**src/rtl/ntt_stream_if.sv**
```systemverilog
// Handshake and BRAM-side bundle between the NTT batch controller and its environment.
// The slave modport is the controller's view; the master modport is the driving side.
interface ntt_stream_if #(
  parameter int LOGN   = 12,
  parameter int LOGP   = 2,
  parameter int ADDR_W = LOGN + LOGP
);
  logic              start;
  logic              intt;
  logic [LOGP:0]     num_poly;
  logic              bitrev_out;
  logic              busy;
  logic              done;
  logic              rd_en;
  logic [ADDR_W-1:0] rd_addr;
  logic              ntt_start;
  logic              ntt_intt;
  logic              ntt_in_valid;
  logic              ntt_out_valid;
  logic              wr_en;
  logic [ADDR_W-1:0] wr_addr;
  logic [LOGP:0]     poly_done;
  logic              error;

  modport slave (
    input  start, intt, num_poly, bitrev_out, ntt_out_valid,
    output busy, done, rd_en, rd_addr, ntt_start, ntt_intt, ntt_in_valid,
           wr_en, wr_addr, poly_done, error
  );

  modport master (
    output start, intt, num_poly, bitrev_out, ntt_out_valid,
    input  busy, done, rd_en, rd_addr, ntt_start, ntt_intt, ntt_in_valid,
           wr_en, wr_addr, poly_done, error
  );
endinterface

```
**src/rtl/ntt_stream_controller.sv**
```systemverilog
// Batch controller feeding up to 2^LOGP polynomials from coefficient BRAM into a streaming
// SDF NTT core and writing the core's output stream back to a result BRAM.
//
// state | meaning
// IDLE  | waiting for start; config latched on accepted start
// WAIT  | start delay countdown before the first read
// READ  | one BRAM read per cycle, T reads in total
// DRAIN | reads finished, collecting remaining core outputs
// DONE  | one-cycle done pulse, then back to IDLE
module ntt_stream_controller #(
  parameter int LOGN        = 12,
  parameter int LOGP        = 2,
  parameter int START_DELAY = 10,
  parameter int RD_LAT      = 2,
  parameter int ADDR_W      = LOGN + LOGP
) (
  input logic        clk,
  input logic        rst,
  ntt_stream_if.slave bus
);

  localparam int CW = ADDR_W + 1;
  localparam int DW = (START_DELAY > 2) ? $clog2(START_DELAY - 1) : 1;
  localparam logic [DW-1:0] DLY_LOAD = DW'((START_DELAY > 1) ? START_DELAY - 2 : 0);
  localparam logic [LOGP:0] NPOLY_MAX = {1'b1, {LOGP{1'b0}}};
  localparam logic [LOGP:0] NPOLY_ONE = {{LOGP{1'b0}}, 1'b1};

  typedef enum logic [2:0] {IDLE, WAIT, READ, DRAIN, DONE} state_t;

  state_t          state, state_nx;
  logic [DW-1:0]   dcnt;
  logic [CW-1:0]   rd_cnt;
  logic [CW-1:0]   wr_cnt;
  logic            intt_q;
  logic            bitrev_q;
  logic [LOGP:0]   np_q;
  logic            error_q;

  logic            start_acc;
  logic [LOGP:0]   np_clamped;
  logic [CW-1:0]   t_val;
  logic [CW-1:0]   t_last;
  logic            wr_window;
  logic            rd_en;
  logic            wr_en;
  logic            err_set;
  logic            busy;
  logic            done;
  logic            ntt_start;
  logic            in_valid;

  function automatic logic [LOGN-1:0] bit_rev(input logic [LOGN-1:0] x);
    logic [LOGN-1:0] r;
    for (int i = 0; i < LOGN; i++) r[i] = x[LOGN-1-i];
    return r;
  endfunction

  always_ff @(posedge clk) begin
    if (rst) state <= IDLE;
    else     state <= state_nx;
  end

  always_comb begin
    state_nx   = state;
    start_acc  = 1'b0;
    rd_en      = 1'b0;
    busy       = 1'b0;
    done       = 1'b0;
    ntt_start  = 1'b0;
    wr_window  = 1'b0;
    wr_en      = 1'b0;
    err_set    = 1'b0;
    np_clamped = bus.num_poly;
    t_val      = {np_q, {LOGN{1'b0}}};
    t_last     = t_val - CW'(1);

    if (bus.num_poly == '0)            np_clamped = NPOLY_ONE;
    else if (bus.num_poly > NPOLY_MAX) np_clamped = NPOLY_MAX;

    unique case (state)
      WAIT:  busy = 1'b1;
      READ:  begin busy = 1'b1; rd_en = 1'b1; ntt_start = 1'b1; wr_window = 1'b1; end
      DRAIN: begin busy = 1'b1; ntt_start = 1'b1; wr_window = 1'b1; end
      DONE:  done = 1'b1;
      default: ;
    endcase

    // Writes stop once T samples are stored; any further valid is flagged, never written.
    wr_en   = bus.ntt_out_valid && wr_window && (wr_cnt < t_val);
    err_set = bus.ntt_out_valid && (!wr_window || (wr_cnt == t_val));

    unique case (state)
      IDLE: if (bus.start) begin
        start_acc = 1'b1;
        state_nx  = (START_DELAY > 1) ? WAIT : READ;
      end
      WAIT:  if (dcnt == '0) state_nx = READ;
      READ:  if (rd_cnt == t_last) state_nx = DRAIN;
      // Leave on the edge of the final write so done follows it by exactly one cycle.
      DRAIN: if ((wr_cnt == t_val) || (wr_en && (wr_cnt == t_last))) state_nx = DONE;
      DONE:  state_nx = IDLE;
      default: state_nx = IDLE;
    endcase
  end

  always_ff @(posedge clk) begin
    if (rst) begin
      dcnt     <= '0;
      rd_cnt   <= '0;
      wr_cnt   <= '0;
      intt_q   <= 1'b0;
      bitrev_q <= 1'b0;
      np_q     <= '0;
      error_q  <= 1'b0;
    end else begin
      if (start_acc) begin
        dcnt     <= DLY_LOAD;
        rd_cnt   <= '0;
        wr_cnt   <= '0;
        intt_q   <= bus.intt;
        bitrev_q <= bus.bitrev_out;
        np_q     <= np_clamped;
      end else begin
        if ((state == WAIT) && (dcnt != '0)) dcnt <= dcnt - DW'(1);
        if (rd_en) rd_cnt <= rd_cnt + CW'(1);
        if (wr_en) wr_cnt <= wr_cnt + CW'(1);
      end
      error_q <= err_set || (error_q && !start_acc);
    end
  end

  generate
    if (RD_LAT == 0) begin : g_no_lat
      assign in_valid = rd_en;
    end else begin : g_lat
      logic [RD_LAT-1:0] dly;
      always_ff @(posedge clk) begin
        if (rst) dly <= '0;
        else     dly <= RD_LAT'({dly, rd_en});
      end
      assign in_valid = dly[RD_LAT-1];
    end
  endgenerate

  assign bus.busy         = busy;
  assign bus.done         = done;
  assign bus.rd_en        = rd_en;
  assign bus.rd_addr      = rd_cnt[ADDR_W-1:0];
  assign bus.ntt_start    = ntt_start;
  assign bus.ntt_intt     = intt_q;
  assign bus.ntt_in_valid = in_valid;
  assign bus.wr_en        = wr_en;
  assign bus.wr_addr      = {wr_cnt[ADDR_W-1:LOGN],
                             bitrev_q ? bit_rev(wr_cnt[LOGN-1:0]) : wr_cnt[LOGN-1:0]};
  assign bus.poly_done    = wr_cnt[ADDR_W:LOGN];
  assign bus.error        = error_q;

endmodule

```
**src/flat_wrapper.sv**
```systemverilog
// flat-port wrapper written by rule: the top's interface ports become plain ports
module ntt_stream_controller_flat 
#(
  parameter int LOGN        = 12,
  parameter int LOGP        = 2,
  parameter int START_DELAY = 10,
  parameter int RD_LAT      = 2,
  parameter int ADDR_W      = LOGN + LOGP
)
  (clk, rst, bus_start, bus_intt, bus_num_poly, bus_bitrev_out, bus_ntt_out_valid, bus_busy, bus_done, bus_rd_en, bus_rd_addr, bus_ntt_start, bus_ntt_intt, bus_ntt_in_valid, bus_wr_en, bus_wr_addr, bus_poly_done, bus_error);
  ntt_stream_if #(.LOGN(LOGN), .LOGP(LOGP), .ADDR_W(ADDR_W)) bus_i ();
  input logic clk;
  input logic rst;
  input wire logic [$bits(bus_i.start)-1:0] bus_start;
  input wire logic [$bits(bus_i.intt)-1:0] bus_intt;
  input wire logic [$bits(bus_i.num_poly)-1:0] bus_num_poly;
  input wire logic [$bits(bus_i.bitrev_out)-1:0] bus_bitrev_out;
  input wire logic [$bits(bus_i.ntt_out_valid)-1:0] bus_ntt_out_valid;
  output wire logic [$bits(bus_i.busy)-1:0] bus_busy;
  output wire logic [$bits(bus_i.done)-1:0] bus_done;
  output wire logic [$bits(bus_i.rd_en)-1:0] bus_rd_en;
  output wire logic [$bits(bus_i.rd_addr)-1:0] bus_rd_addr;
  output wire logic [$bits(bus_i.ntt_start)-1:0] bus_ntt_start;
  output wire logic [$bits(bus_i.ntt_intt)-1:0] bus_ntt_intt;
  output wire logic [$bits(bus_i.ntt_in_valid)-1:0] bus_ntt_in_valid;
  output wire logic [$bits(bus_i.wr_en)-1:0] bus_wr_en;
  output wire logic [$bits(bus_i.wr_addr)-1:0] bus_wr_addr;
  output wire logic [$bits(bus_i.poly_done)-1:0] bus_poly_done;
  output wire logic [$bits(bus_i.error)-1:0] bus_error;
  assign bus_i.start = bus_start;
  assign bus_i.intt = bus_intt;
  assign bus_i.num_poly = bus_num_poly;
  assign bus_i.bitrev_out = bus_bitrev_out;
  assign bus_i.ntt_out_valid = bus_ntt_out_valid;
  assign bus_busy = bus_i.busy;
  assign bus_done = bus_i.done;
  assign bus_rd_en = bus_i.rd_en;
  assign bus_rd_addr = bus_i.rd_addr;
  assign bus_ntt_start = bus_i.ntt_start;
  assign bus_ntt_intt = bus_i.ntt_intt;
  assign bus_ntt_in_valid = bus_i.ntt_in_valid;
  assign bus_wr_en = bus_i.wr_en;
  assign bus_wr_addr = bus_i.wr_addr;
  assign bus_poly_done = bus_i.poly_done;
  assign bus_error = bus_i.error;
  ntt_stream_controller #(.LOGN(LOGN), .LOGP(LOGP), .START_DELAY(START_DELAY), .RD_LAT(RD_LAT), .ADDR_W(ADDR_W)) u_core (.clk(clk), .rst(rst), .bus(bus_i));
endmodule
```
**config.mk**
```make
export PLATFORM = sky130hd
export DESIGN_NAME = ntt_stream_controller_flat
export DESIGN_NICKNAME = d
export VERILOG_FILES = /design/src/rtl/ntt_stream_if.sv /design/src/rtl/ntt_stream_controller.sv /design/src/flat_wrapper.sv
export SDC_FILE = /design/constraint.sdc
export NUM_CORES = 1
export LEC_CHECK = 0
export CELL_PAD_IN_SITES_DETAIL_PLACEMENT = 0
export CELL_PAD_IN_SITES_GLOBAL_PLACEMENT = 1
export CORE_AREA = 4 4 85 87
export CTS_BUF_LIST = sky130_fd_sc_hd__clkbuf_4 sky130_fd_sc_hd__clkbuf_8 sky130_fd_sc_hd__clkbuf_16
export CTS_CLUSTER_DIAMETER = 30
export DETAILED_ROUTE_END_ITERATION = 7
export DIE_AREA = 0 0 89 91
export HOLD_SLACK_MARGIN = 0.1
export PLACE_DENSITY_LB_ADDON = 0.1
export SLEW_MARGIN = 5
export SYNTH_ARGS = -nofsm -noshare
export SYNTH_HDL_FRONTEND = slang
export SYNTH_SLANG_ARGS = --single-unit
```
**constraint.sdc**
```tcl
create_clock -name clk -period 3.6 [get_ports clk]
set_input_delay 0.72 -clock clk [delete_from_list [all_inputs] [get_ports clk]]
set_output_delay 0.72 -clock clk [all_outputs]
set_load 0.05 [all_outputs]
```
# Yosys cells after proc, flatten, opt, wreduce, memory -nomap -nowiden
# Index checks and enable logic that the tools add are counted.
[classes]
n_addsub = 4
n_lt_le_gt_ge = 2
n_eq_ne = 11
n_mux = 16
n_reduce_logical = 20
[ops]
columns = ["op", "count"]
rows = [
  ["equality test 15 bit", 3],
  ["adder 15 x 1 -> 15 bit (second input constant)", 2],
  ["two-way mux 3 bit", 6],
  ["< comparator 15 bit", 1],
  ["subtractor 15 x 1 -> 15 bit (second input constant)", 1],
  ["two-way mux 12 bit", 1],
  ["one-hot mux 3 bit (4 select lines)", 1],
  ["two-way mux 4 bit", 2],
  ["equality test 3 x 2 -> 1 bit (second input constant)", 2],
  ["logical AND 1 bit", 6],
  ["logical NOT 3 bit", 2],
  ["two-way mux 1 bit", 6],
  ["inequality test 2 x 1 -> 1 bit (second input constant)", 3],
  ["logical NOT 4 bit", 1],
  ["AND reduction 4 bit", 1],
  ["nonzero test 4 bit", 1],
  ["OR reduction 2 bit", 2],
  ["subtractor 4 x 1 -> 4 bit (second input constant)", 1],
  ["equality test 3 x 1 -> 1 bit (second input constant)", 1],
  ["equality test 3 bit (second input constant)", 1],
  ["greater-than comparator 3 bit (second input constant)", 1],
  ["logical OR 1 bit", 3],
  ["OR reduction 3 bit", 1],
  ["logical NOT 1 bit", 2],
  ["2 further kinds", 2],
]
[word_totals]
register_bits = 45
in_bits = 9
out_inout_bits = 39
word_cells = 63

# Depth between registers and ports, before layout
# Gate-level depths: netlist (run 1).
[depth]
ltp_word = 9
mapped_depth = 8
depth_no_buf = 7

# Worst setup path after synthesis (run 1)
# No wires, ideal clock.
[synth_timing]
path_kind = "register -> output"
from = "register u_core.state[1]"
to = "output port bus_wr_en"
t_arrival_ns = 2.141
required_time_ns = 2.880
slack_ns = 0.739
path_stages_with_launch = 7
n_path_buf = 2
path_cell_list = "dfxtp_1 buf_4 nor2b_1 and3b_1 buf_2 nand2_1 inv_1"
[synth_between]
elab_chain_len = 5
elab_cells_between_ends = 6
classes_between = "eq/ne: 2; mux: 1; reduce/logical: 3"
[synth_lines]
columns = ["element", "line", "source"]
rows = [
  ["start: declaration", "ntt_stream_controller.sv:30", "state_t state, state_nx;"],
  ["start signal: assignment", "ntt_stream_controller.sv:60", "else state <= state_nx;"],
  ["equality test 3 x 2 -> 1 bit", "n/a", ""],
  ["OR reduction 2 bit (no line) (*)", "n/a", ""],
  ["two-way mux 1 bit (*)", "n/a", ""],
  ["named net bus_ntt_start", "flat_wrapper.sv:23", "output wire logic [$bits(bus_i.ntt_start)-1:0] bus_ntt_start;"],
  ["logical AND 1 bit (*) (2 in series)", "ntt_stream_controller.sv:89", "wr_en = bus.ntt_out_valid && wr_window && (wr_cnt < t_val);"],
  ["end: declaration", "flat_wrapper.sv:26", "output wire logic [$bits(bus_i.wr_en)-1:0] bus_wr_en;"],
]
# The timed path passes the listed nets; every way through them passes the cells marked *.

# Final worst setup path (run 1)
[layout_timing]
from = "register u_core.state[1]"
to = "output port bus_rd_en"
[layout_between]
elab_chain_len = 2
[layout_lines]
columns = ["element", "line", "source"]
rows = [
  ["equality test 3 x 2 -> 1 bit", "ntt_stream_controller.sv:80", "unique case (state)"],
  ["two-way mux 1 bit", "ntt_stream_controller.sv:80", ""],
  ["end: declaration", "flat_wrapper.sv:21", "output wire logic [$bits(bus_i.rd_en)-1:0] bus_rd_en;"],
]
# Every way passes these cells.

==> results by group, run 1 <==
Worst setup path
  – CP endpoint kind: primary output
  – Minimum setup slack among reg-to-reg paths: 1.62 ns
  – Worst r2r path cells: 7
  – Worst EP required: 2.88 ns
  – CP Launch Type: flip-flop
  – Startpoint of the worst register-to-register path: u_core.np_q[2]
  – Arrival time at the worst endpoint: about 2.4 ns
  – Longest individual stage delay on the worst path: 0.82 ns
  – Biggest fanout along the worst timing path: 9
  – Family of cells with the greatest summed delay on the critical path: buffers and inverters
  – Reg-to-reg endpoint: u_core.wr_cnt[12]
  – Count of buffer and inverter cells on the critical path: 2
  – CP max stage cell: clkdlybuf4s50_1
  – Cells traversed along the worst timing path: or3b_1 -> inv_1 -> clkdlybuf4s50_1
  – Crit path kind: flip-flop to primary output

Worst hold path
  – Number of cells traversed by the worst hold path: 1
  – Capture endpoint of the worst hold path: u_core.g_lat.dly[1]
  – Hold crit path type: flip-flop to flip-flop
  – HP Start: u_core.g_lat.dly[0]

Clocking
  – Insertion delay of the later-clocked pin in the worst-skew pair: 0.29 ns
  – Clock tree from TritonCTS: done
  – Count of instances resized after the clock tree is built: 0
  – H-tree levels: 2
  – CTS Buffer Depth: 2
  – Cts-stage hold buffer count: 0
  – TritonCTS sink count: 45
  – Clk Tree Root Cell: clkbuf_8
  – Number of clock buffers inserted by TritonCTS: 5
  – Number of post-CTS setup repair buffers: 0
  – Clock transition at the registers of the reported paths: 0.08 ns

Logic synthesis
  – Sequential area share after synthesis: 0.356
  – Proportion of netlist area held by the largest area contributor: 0.356
  – Syn nets: between 300 and 400
  – Library cells used by synthesis: 40
  – Post-synthesis instance area: 2530 sq um
  – YS warnings: 0
  – Cell type with the largest total area after synthesis: dfxtp_1
  – Cell types occupying the most area after synthesis: dfxtp_1 36%, xor2_1 8.3%, nor2_1 6.2%
  – Synthesized area per cell: about 8.5 sq um
  – Number of synthesized register bits: 45
  – Cells after synthesis: 299

Routing
  – Via density per instance: 5.04
  – Drt pass-1 iters: 4
  – WL final: ~5300 microns
  – Routed wirelength normalized by instance count: 13.4 microns
  – Residual DRC: 0
  – DR iter-0 viols: 78
  – Vias: 2011
  – Number of antenna-violating nets in the routed design: 0

Timing
  – Final setup violation count: 0
  – Setup TNS: 0 ns
  – Final cycle utilization of the critical path: 0.856
  – Worst setup skew after layout: 0.00791 ns
  – Worst slew margin relative to its limit: 0.560
  – Tightest Pin Transition: approximately 0.66 ns
  – Setup repair after global routing missed its margin: no
  – Shortest clock period the worst path allows after layout: 3.08 ns
  – Total count of max-transition violations in the final report: 0
  – Fmax: approximately 0.32 GHz
  – Hold Fails Final Rpt: 0
  – Post-layout worst setup margin: approximately 0.52 ns

Place
  – DP Area: 2890 sq um
  – Placement-stage worst setup slack: 0.857 ns
  – Buffers added on ports: 47
  – RD Place Congestion: about 0.8
  – Detailed Place HPWL: 3990 microns

GRT
  – Number of global-route vias before repair: 1917
  – First-pass GRT wire length: 9090 microns
  – Antenna violations before repair: 0
  – GRT Util Overall: 0.138
  – Remaining Overflow, GRT: 0
  – Maximum number of pins on one net before global-route repair: 34

Die
  – I/O pin total: 48
  – Row cnt: 29
  – Die Wd: roughly 89 microns
  – Starting Density: 0.398
  – Die Footprint: 8100 sq um
  – Core ar.: 6350 sq um
  – Chip Height: between 90 and 100 microns

Layout
  – Commonest cells after routing, fill and taps aside: 46 x clkdlybuf4s50_1, 45 x dfxtp_1, 42 x nor2_1
  – Most frequent standard cell in the layout excluding fill and tap cells: clkdlybuf4s50_1
  – Number of inserted diodes: 0
  – Total Nets Final: 338
  – Area added between synthesis and finish: 18.9%
  – Final cell utilization of the core: 0.473
  – Share of final-layout standard cells stronger than drive strength 1: 0.0807
  – Final instance area: ~3000 sq um

Pwr
  – Leakage power: 1.07 nW
  – Final Total Pwr: ~1.3 mW
  – Worst IR drop on VDD: 213 uV
  – Power per standard cell area: 444 nW/um^2

Job
  – Max capacitance violation total: 0

Status
  – Status: complete, no violations
[synth_stat cells]
master and count:
dfxtp_1 45, nor2_1 42, xor2_1 24, buf_4 20, nand2_1 20, nand4_1 15, nand3_1 14, inv_1 13
xnor2_1 12, a21oi_1 11, mux2_2 10, ha_1 8, nor3_1 8, clkbuf_1 7, buf_2 6, nor4_1 6
and2_1 4, nor2b_1 4, a31oi_1 3, and3_1 3, and4_1 2, buf_6 2, nor2_2 2, o21ai_0 2
a2111oi_2 1, a211oi_1 1, a21o_1 1, a22oi_1 1, and3b_1 1, and4b_1 1, nand2b_1 1, nand3b_1 1
nand4bb_1 1, nor3b_1 1, nor4_4 1, nor4b_1 1, o21ai_1 1, o31ai_1 1, or3b_1 1, xor3_1 1
[worst register-to-register path, cell delays in order, from the launching register on]
cell and delay (ns):
dfxtp_1 0.43, inv_1 0.07, ha_1 0.19, nand4bb_1 0.24, nor3_1 0.46, nand2_1 0.16, o31ai_1 0.22, a21oi_1 0.09
[state kept, by name, summed over array words and instances (netlist names)]
register and cells:
u_core.g_lat.dly 2, u_core.bus.ntt_intt 1, u_core.bitrev_q 1, u_core.rd_cnt 15, u_core.np_q 3, u_core.bus.error 1
u_core.wr_cnt 15, u_core.dcnt 4, u_core.state 3
[layout make-up]
class / instances / area (sq um)
clock buffers: 7 / 90.1
clock inverters: 1 / 30.0
fillers: 663 / 3340
inverters: 13 / 48.8
multi-input cells: 206 / 1350
flip-flops and latches: 45 / 901
well taps: 77 / 96.3
repair buffers: 50 / 490
[cells by family (layout without fill, tap and decap cells)]
logic type | after synthesis | after routing | share of synthesized area
AND/OR/NAND/NOR | 129 | 129 | 0.262
buffers and inverters | 48 | 71 | 0.110
flip-flops | 45 | 45 | 0.356
XOR/XNOR | 37 | 37 | 0.134
AO/OA/AOI/OAI | 22 | 22 | 0.0530
multiplexers | 10 | 10 | 0.0446
adder cells (fa/ha/maj) | 8 | 8 | 0.0396
[per-stage QoR]
stage                     hold WS [ns]  cells
after CTS                        0.449    399
after detailed placement         0.429    391
final                            0.442    399
after floorplan                  0.414    299
after global placement           0.422    391
after global routing             0.468    399
[power by group]
group	leakage [nW]	switching (mW)	total, mW	internal, mW
Clock	0.0619	0.168	0.401	0.234
Combinational	0.645	0.222	0.362	0.140
Sequential	0.364	0.0434	0.571	0.528
[layer usage]
metal  track usage  vias up  routed length, microns
met1         0.178      949                    2490
met3        0.0299        5                     163
met2         0.230       22                    2650
met5             0        -                       0
li1              -     1035                       -
met4        0.0409        0                      51
[how the worst max path moves through the flow]
stage               startpoint         to  slack (ns)  cells past startpoint
2_1_floorplan  u_core.state[1]  bus_wr_en        0.74                      6
3_3_place_gp   u_core.state[1]  bus_rd_en        0.90                      3
3_5_place_dp   u_core.state[1]  bus_rd_en        0.86                      3
4_1_cts        u_core.state[1]  bus_rd_en        0.52                      3
5_1_grt        u_core.state[1]  bus_rd_en        0.42                      3
6_report       u_core.state[1]  bus_rd_en        0.52                      3
Note: power is estimated with default switching activity, not from simulation.
==> run 2: changes to the inputs <==
--- a/config.mk
+++ b/config.mk
@@ -5,6 +5,7 @@
 export SDC_FILE = /design/constraint.sdc
 export NUM_CORES = 1
 export LEC_CHECK = 0
+export ABC_CLOCK_PERIOD_IN_PS = 3600
 export CELL_PAD_IN_SITES_DETAIL_PLACEMENT = 0
 export CELL_PAD_IN_SITES_GLOBAL_PLACEMENT = 1
 export CORE_AREA = 4 4 85 87
==> results of run 2 <==
The final DEF is identical to that of run 1; final timing and power are the same.
==> run 3: changes to the inputs <==
--- a/config.mk
+++ b/config.mk
@@ -5,14 +5,14 @@
 export SDC_FILE = /design/constraint.sdc
 export NUM_CORES = 1
 export LEC_CHECK = 0
-export ABC_CLOCK_PERIOD_IN_PS = 3600
+export ABC_CLOCK_PERIOD_IN_PS = 3400
 export CELL_PAD_IN_SITES_DETAIL_PLACEMENT = 0
 export CELL_PAD_IN_SITES_GLOBAL_PLACEMENT = 1
-export CORE_AREA = 4 4 85 87
+export CORE_AREA = 4 4 86 88
 export CTS_BUF_LIST = sky130_fd_sc_hd__clkbuf_4 sky130_fd_sc_hd__clkbuf_8 sky130_fd_sc_hd__clkbuf_16
 export CTS_CLUSTER_DIAMETER = 30
 export DETAILED_ROUTE_END_ITERATION = 7
-export DIE_AREA = 0 0 89 91
+export DIE_AREA = 0 0 90 92
 export HOLD_SLACK_MARGIN = 0.1
 export PLACE_DENSITY_LB_ADDON = 0.1
 export SLEW_MARGIN = 5
==> constraint.sdc (replaced) <==
create_clock -name clk -period 3.4 [get_ports clk]
set_input_delay 0.68 -clock clk [delete_from_list [all_inputs] [get_ports clk]]
set_output_delay 0.68 -clock clk [all_outputs]
set_load 0.05 [all_outputs]
==> results by group, run 3 (synthesis gave the netlist of run 1 again) <==
Pwr
  – Part of the power in the clock network: 0.302
  – Sequential share of power: 0.425
  – Combinational power share: 0.273
  – Cell-internal power: about 960 uW
  – Net Sw Frac: 0.330
  – Worst IR drop on VDD: 203 uV
  – Power per standard cell area: 472 nW/um^2
  – Leakage power: 1.07 nW
  – NetSw: 470 uW

Worst setup path
  – Arrival time at the worst endpoint: approximately 2.4 ns
  – CP endpoint kind: primary output
  – Count of buffer and inverter cells on the critical path: 2
  – Crit path kind: flip-flop to primary output
  – CP Launch Type: flip-flop
  – Family of cells with the greatest summed delay on the critical path: buffers and inverters
  – Longest individual stage delay on the worst path: 0.83 ns
  – CP max stage cell: clkdlybuf4s50_1
  – Cells traversed along the worst timing path: or3b_1 -> inv_1 -> clkdlybuf4s50_1
  – Worst EP required: 2.72 ns
  – Biggest fanout along the worst timing path: 9

Routing
  – Drt pass-1 iters: 4
  – WL final: around 5500 microns
  – Vias: 1981
  – DR iter-0 viols: 63
  – Number of antenna-violating nets in the routed design: 0
  – Residual DRC: 0
  – Routed wirelength normalized by instance count: 13.8 microns
  – Via density per instance: 4.93

GRT
  – First-pass GRT wire length: 9140 microns
  – Remaining Overflow, GRT: 0
  – Maximum number of pins on one net before global-route repair: 34
  – Number of global-route vias before repair: approximately 1.9k
  – GRT Util Overall: 0.133
  – Antenna violations before repair: 0

Clocking
  – CTS Buffer Depth: 2
  – Number of post-CTS setup repair buffers: 0
  – Clk Tree Root Cell: clkbuf_8
  – Cts-stage hold buffer count: 0
  – Count of instances resized after the clock tree is built: 0
  – Insertion delay of the later-clocked pin in the worst-skew pair: about 0.3 ns
  – Clock tree from TritonCTS: done
  – TritonCTS sink count: 45
  – Clock transition at the registers of the reported paths: roughly 0.090 ns
  – H-tree levels: 2
  – Number of clock buffers inserted by TritonCTS: 5

Timing
  – Final setup violation count: 0
  – Fmax: 0.329 GHz
  – Setup repair after global routing missed its margin: no
  – Shortest clock period the worst path allows after layout: 3.04 ns
  – Total count of max-transition violations in the final report: 0
  – Setup TNS: 0 ns
  – Worst slew margin relative to its limit: 0.556
  – Tightest Pin Transition: 0.665 ns
  – Final cycle utilization of the critical path: 0.894
  – Post-layout worst setup margin: 0.362 ns
  – Worst setup skew after layout: 0.00759 ns
  – Worst hold slack after final layout: 0.443 ns
  – Hold Fails Final Rpt: 0

Die
  – Core ar.: 6640 sq um
  – Die Wd: 90 microns
  – Chip Height: ~92 microns
  – Starting Density: 0.380
  – I/O pin total: 48
  – Die Footprint: 8280 sq um
  – Row cnt: 30

Place
  – Detailed Place HPWL: 4030 microns
  – Placement-stage worst setup slack: between 0.6 and 0.7 ns
  – Buffers added on ports: 47
  – RD Place Congestion: 0.752

Job
  – Max capacitance violation total: 0

Layout
  – Area added between synthesis and finish: 19.6%
  – Number of inserted diodes: 0
  – Commonest cells after routing, fill and taps aside: 46 x clkdlybuf4s50_1, 45 x dfxtp_1, 42 x nor2_1
  – Registers with the most flip-flops: u_core.rd_cnt: 15 flops, u_core.wr_cnt: 15 flops, u_core.dcnt: 4 flops
  – Most frequent standard cell in the layout excluding fill and tap cells: clkdlybuf4s50_1
  – Total Nets Final: 338
  – Share of final-layout standard cells stronger than drive strength 1: 0.0807

Status
  – Status: complete, no violations

Worst hold path
  – Hold crit path type: flip-flop to flip-flop
-- run 3: cell types whose count changed in the layout (fill, tap and decap cells not counted) --
cell / before / now
buf_4: 4 / 3
buf_12: 0 / 1
-- run 3: stage by stage --
| stage | std cells | area, sq um | util | power (mW) |
|---|---|---|---|---|
| 2_1_floorplan | 299 | 2530 | - | 0.916 |
| 6_report | 402 | 3020 | 0.455 | 1.43 |
| 3_5_place_dp | 394 | 2900 | 0.437 | 1.01 |
| 4_1_cts | 402 | 3020 | 0.455 | 1.45 |
| 3_3_place_gp | 394 | 2900 | 0.437 | 1.01 |
| 5_1_grt | 402 | 3020 | 0.455 | 1.50 |
-- run 3: worst paths after layout --
kind | from | to | slack [ns] | cells past startpoint
max | u_core.state[1] | bus_rd_en | 0.36 | 3
min reg2reg | u_core.g_lat.dly[0] | u_core.g_lat.dly[1] | 0.44 | 1
max reg2reg | u_core.np_q[2] | u_core.wr_cnt[12] | 1.44 | 7
min | u_core.g_lat.dly[0] | u_core.g_lat.dly[1] | 0.44 | 1
-- run 3: power groups by stage --
stage	Sequential (mW)	Combinational, mW	Clock [mW]
3_3_place_gp	0.616	0.392	0
2_1_floorplan	0.599	0.317	0
4_1_cts	0.605	0.395	0.446
5_1_grt	0.613	0.427	0.464
3_5_place_dp	0.618	0.394	0
6_report	0.606	0.389	0.431
-- run 3: area by class of cell --
class | count | area, sq um
fill | 670 | 3620
multi-input combinational | 206 | 1350
sequential | 45 | 901
timing repair buffer | 50 | 503
tap | 80 | 100
clock buffer | 7 | 90.1
inverter | 13 | 48.8
clock inverter | 1 | 30.0
-- run 3: per-layer routing --
metal | track usage | vias up | part of all wire
li1 | - | 1034 | -
met5 | 0 | - | 0
met3 | 0.0336 | 7 | 0.033
met1 | 0.167 | 910 | 0.48
met4 | 0.0344 | 0 | 0.013
met2 | 0.229 | 30 | 0.47
